--- src/rtl/fetch_stage_pkg.sv ---
// Shared RV32I pipeline definitions: architectural constants and the IF/ID bundle.
package fetch_stage_pkg;

    localparam int unsigned XLEN = 32;
    localparam logic [XLEN-1:0] NOP_INSTR = 32'h0000_0013;
    localparam logic [XLEN-1:0] RESET_PC = 32'h0000_0000;

    typedef struct packed {
        logic [XLEN-1:0] instr;
        logic [XLEN-1:0] pc;
        logic [XLEN-1:0] pc_plus4;
        logic            valid;
        logic            misalign;
    } if_id_t;

endpackage

--- src/rtl/fetch_stage_if_id_reg.sv ---
// Pipeline boundary register with reset > flush > stall > capture priority.
module fetch_stage_if_id_reg
    import fetch_stage_pkg::*;
#(
    parameter logic [XLEN-1:0] BUBBLE_INSTR = 32'h0000_0013
) (
    input  logic   i_clk,
    input  logic   i_rst,
    input  logic   i_stall,
    input  logic   i_flush,
    input  if_id_t i_d,
    output if_id_t o_q
);

    if_id_t r_q;

    always_ff @(posedge i_clk) begin
        if (i_rst) begin
            r_q.instr    <= BUBBLE_INSTR;
            r_q.pc       <= '0;
            r_q.pc_plus4 <= '0;
            r_q.valid    <= 1'b0;
            r_q.misalign <= 1'b0;
        end else if (i_flush) begin
            // Bubble keeps the old PC fields so debug still sees where the slot came from.
            r_q.instr    <= BUBBLE_INSTR;
            r_q.valid    <= 1'b0;
            r_q.misalign <= 1'b0;
        end else if (!i_stall) begin
            r_q <= i_d;
        end
    end

    assign o_q = r_q;

endmodule

--- src/rtl/fetch_stage.sv ---
// RV32I IF stage: PC register, next-PC selection and the IF/ID pipeline register.
module fetch_stage #(
    parameter logic [31:0] RESET_PC  = fetch_stage_pkg::RESET_PC,
    parameter logic [31:0] NOP_INSTR = fetch_stage_pkg::NOP_INSTR
) (
    input  logic        clk,
    input  logic        rst,
    input  logic [31:0] PCTargetE,
    input  logic        PCSrcE,
    input  logic        StallF,
    input  logic        StallD,
    input  logic        FlushD,
    input  logic [31:0] InstrF,
    output logic [31:0] PCF,
    output logic [31:0] InstrD,
    output logic [31:0] PCD,
    output logic [31:0] PCPlus4D,
    output logic        ValidD,
    output logic        MisalignD,
    output logic [31:0] FetchCnt
);

    import fetch_stage_pkg::*;

    logic [31:0] r_pc;
    logic [31:0] r_fetch_cnt;
    logic [31:0] w_pc_plus4;
    logic [31:0] w_pc_next;
    logic        w_capture;
    if_id_t      w_if_d;
    if_id_t      w_if_q;

    assign w_pc_plus4 = r_pc + 32'd4;

    // Redirect beats stall so a taken branch is never lost behind a hazard hold.
    always_comb begin
        w_pc_next = w_pc_plus4;
        if (PCSrcE) begin
            w_pc_next = PCTargetE;
        end else if (StallF) begin
            w_pc_next = r_pc;
        end
    end

    always_ff @(posedge clk) begin
        if (rst) begin
            r_pc <= RESET_PC;
        end else begin
            r_pc <= w_pc_next;
        end
    end

    assign w_capture = !FlushD && !StallD;

    always_ff @(posedge clk) begin
        if (rst) begin
            r_fetch_cnt <= '0;
        end else if (w_capture) begin
            r_fetch_cnt <= r_fetch_cnt + 32'd1;
        end
    end

    always_comb begin
        w_if_d.instr    = InstrF;
        w_if_d.pc       = r_pc;
        w_if_d.pc_plus4 = w_pc_plus4;
        w_if_d.valid    = 1'b1;
        w_if_d.misalign = |r_pc[1:0];
    end

    fetch_stage_if_id_reg #(
        .BUBBLE_INSTR(NOP_INSTR)
    ) u_if_id_reg (
        .i_clk  (clk),
        .i_rst  (rst),
        .i_stall(StallD),
        .i_flush(FlushD),
        .i_d    (w_if_d),
        .o_q    (w_if_q)
    );

    assign PCF       = r_pc;
    assign InstrD    = w_if_q.instr;
    assign PCD       = w_if_q.pc;
    assign PCPlus4D  = w_if_q.pc_plus4;
    assign ValidD    = w_if_q.valid;
    assign MisalignD = w_if_q.misalign;
    assign FetchCnt  = r_fetch_cnt;

endmodule

--- config.mk ---
export PLATFORM = sky130hd
export DESIGN_NAME = fetch_stage
export DESIGN_NICKNAME = d
export VERILOG_FILES = /design/src/rtl/fetch_stage_pkg.sv /design/src/rtl/fetch_stage_if_id_reg.sv /design/src/rtl/fetch_stage.sv
export SDC_FILE = /design/constraint.sdc
export NUM_CORES = 1
export LEC_CHECK = 0
export CAP_MARGIN = 20
export CORE_MARGIN = 2
export CORE_UTILIZATION = 35
export DETAILED_ROUTE_END_ITERATION = 10
export DONT_BUFFER_PORTS = 1
export MAX_ROUTING_LAYER = met4
export PLACE_DENSITY = 0.47
export SYNTH_ARGS = -nofsm -noshare
export SYNTH_HDL_FRONTEND = slang
export SYNTH_SLANG_ARGS = --single-unit
export TNS_END_PERCENT = 100
--- constraint.sdc ---
create_clock -name clk -period 2.45 [get_ports clk]
set_input_delay 0.3675 -clock clk [delete_from_list [all_inputs] [get_ports clk]]
set_output_delay 0.3675 -clock clk [all_outputs]
set_load 0.01 [all_outputs]
==> results.md <==
- Crit Path Class: flop to flop
- Ys async rst share: 0%
- Hold depth: 1
- RSZ-0062 raised after global routing: no
- Post-route ant nets: 0
- Peak supply drop: 0.476 mV
- Syn Inst Count: 892
- Synth Flop Type: dfxtp_1
- Gpl congestion: 0.841
- Syn_nets: 964
- Reg2Reg Depth: 5
- DR vias/cell: about 5.7
- Max-cap violations: 0
- Clk root buf: clkbuf_16
- ANT cells: 0
- Placed cell area: around 7700 µm²
- Power per cell area: 742 nW/µm²
- Origin of the critical flop-to-flop path: FetchCnt[2]$_SDFFE_PP0P_
- Clock buffer depth: 2
- Final Max Tran Viols: 0
- Minimum clock period: between 2 and 2.5 ns
- Die ar.: 22600 µm²
- Area Growth Syn to Fin: 11.4%
- Dpl hpwl: 16900 µm
- Slew @ Worst Pin: 0.802 ns
- P_leak: 0.00283 µW
- Final Cell Area: 8330 µm²
- Initial antenna violation count: 0
- First-pass GRT wire length: ~37000 µm
- Dominant cell type by area after synthesis: dfxtp_1
- Resized cells post-CTS: 0
- Most frequent cell after synthesis: dfxtp_1
- Mean Syn Cell Area: 8.39 µm²
- Crit-path max FO: 8
- Drt drc: 0
- Die width: 150 µm
- Grt total ovfl: 0
- Post-synth EDFFs: 0
- DRT iter0 DRCs: 376
- Max Clock Freq: 436 MHz
- Buffers on Ports: 0
- # setup viols final: 0
- CTS tree: done
- Final Core Density: 39.6%
- Slew headroom: a little under half
- Final worst-path cycle share: 93.6%
- Critical Path RT: 2.74 ns
- Post-CTS setup buffers: 0
- Clock latency on the worst-skew pair: 0.43 ns
- CTS Buf Count: 17
- Syn Std Cell Area: 7480 µm²
- Top cells by count, synth: 160 x dfxtp_1, 102 x nand2_1, 90 x nor2_1
- Row count: 53
- Hold_sp: rst
- Initial core utilization: 35.6%
- Share of the synthesized area in the top cell type: 42.8%
- GRT Total Usage: 21.6%
- Status: completed
- Setup crit end kind: flop
- Synth unique cells: 51
- Pre-CTS WS: a little under 0.07 ns
- Nets: 925
- IO Pins: 232
- Drt pass-1 iters: 5
- Total routed wirelength: 23800 µm
- Flop2flop setup slack: about 0.16 ns
- H-tree levels: 4
- Yosys reg bits: 160
- Fin Setup TNS: 0 ns
- Sink Count: between 150 and 200
- Clock Pin Slew Worst Setup and Hold Paths: 0.07 ns
- Hold path endpoint: FetchCnt[23]$_SDFFE_PP0P_
- Hold Path Class: primary input to flop
- Clk_skew: 0.00996 ns
- Final hold vios: 0
- DR WL/cell: 20.8 µm
- Core area: 21000 µm²
- Worst EP arrival: 2.58 ns
- Synth area leaders: dfxtp_1 43%, nand2_1 5.1%, mux2i_1 4.7%, nor2_1 4.5%, a21oi_1 4.0%
- Vias in the first global route: about 6400
- Startpoint types: flop
- Vias: 6526
- Hold Buf Count CTS: 2
- Chip Height: 150 µm
- Final WS setup: 0.157 ns
- Share of post-route cells with drive strength above 1: 11.3%
- Ys Warns: 0
- End of the worst register-to-register path: FetchCnt[27]$_SDFFE_PP0P_
- Seq/Total Area, Yosys: 42.8%
- Largest net degree at the start of global routing: 88
## metal layers
| metal | GRT usage, % | wire length [µm] | up-vias | share of wire (%) |
|---|---|---|---|---|
| li1 | - | - | 3104 | - |
| met1 | 28.1 | 10300 | 3150 | 43 |
| met2 | 32.8 | 11100 | 249 | 47 |
| met3 | 6.06 | 2050 | 23 | 8.6 |
| met4 | 6.13 | 350 | 0 | 1.5 |
| met5 | - | 0 | - | 0 |
## through the flow
step	total power, µW	cells	hold slack (ns)
5_1_grt	6440	1141	0.00110
3_3_place_gp	3330	1105	0.446
4_1_cts	6250	1139	0.000335
2_1_floorplan	3260	892	0.458
3_5_place_dp	3340	1105	0.447
6_report	6180	1141	0.0365
## cells in the final DEF, fill, tap and decap left out, types with 3 or more instances in the layout
cell type	synthesis	routed
nand3_1	17	17
dlygate4sd3_1	0	4
nor2b_1	5	5
and3_1	5	5
nor3_1	11	11
inv_6	0	4
mux2_2	3	3
and4_1	11	11
dfxtp_1	160	160
nand4_1	20	20
a211oi_1	16	16
nor4_1	18	18
bufinv_16	0	3
inv_8	0	4
o31ai_1	27	27
xor2_1	11	11
and2_1	3	3
nand2_1	102	102
mux2i_1	35	35
o311ai_0	3	3
nor3b_1	4	4
nor2_1	90	89
a21oi_1	60	60
a311oi_1	16	16
a31oi_1	11	11
or4_1	30	30
clkinv_4	0	3
clkbuf_16	0	17
buf_4	34	49
a2111oi_0	3	3
or3_1	18	18
o41ai_1	4	4
xnor2_1	20	20
or2_2	8	8
inv_1	11	11
o21ai_0	34	34
## cell type report
cell class	instances	area (µm²)
inverter	12	45.0
tap	275	344
multi-input combinational	608	3680
clock inverter	14	196
sequential	160	3200
timing repair buffer	54	428
fill	2094	12700
clock buffer	18	439
## power by group
part           switching, µW  internal (µW)  leakage [µW]  total (µW)
logic                    263            179       0.00121         442
clock network           1220           1680      0.000314        2900
registers                136           2710       0.00131        2840
## worst max-delay path by stage
stage	endpoint	depth (start not counted)	start	slack (ns)
CTS	FetchCnt[27]$_SDFFE_PP0P_	5	FetchCnt[2]$_SDFFE_PP0P_	0.13
floorplan	u_if_id_reg.o_q[32]$_SDFFE_PP0P_	6	PCF[2]$_SDFFE_PP0N_	0.30
finish	FetchCnt[27]$_SDFFE_PP0P_	5	FetchCnt[2]$_SDFFE_PP0P_	0.16
global route	FetchCnt[31]$_SDFFE_PP0P_	4	FetchCnt[2]$_SDFFE_PP0P_	0.05
global placement	FetchCnt[31]$_SDFFE_PP0P_	4	StallD	0.18
detailed placement	FetchCnt[27]$_SDFFE_PP0P_	5	StallD	0.07
## registers in the layout (all words and copies together) (netlist names)
| register | count |
|---|---|
| FetchCnt | 32 |
| PCF | 32 |
| u_if_id_reg.o_q | 96 |
## worst max-delay path: stages, from the launching register on
cell and delay [ns]:
dfxtp_1 0.33, or3b_1 0.43, or4b_1 0.66, buf_4 0.22, o311ai_0 0.36, o41ai_1 0.16
## kinds of logic after synthesis
family | share of synthesized area, %
AO/OA/AOI/OAI | 15.7
XOR/XNOR | 3.63
adder cells (fa/ha/maj) | 0.334
buffers and inverters | 8.14
flip-flops | 42.8
multiplexers | 5.13
AND/OR/NAND/NOR | 24.3
Note: power is estimated with default switching activity, not from simulation.
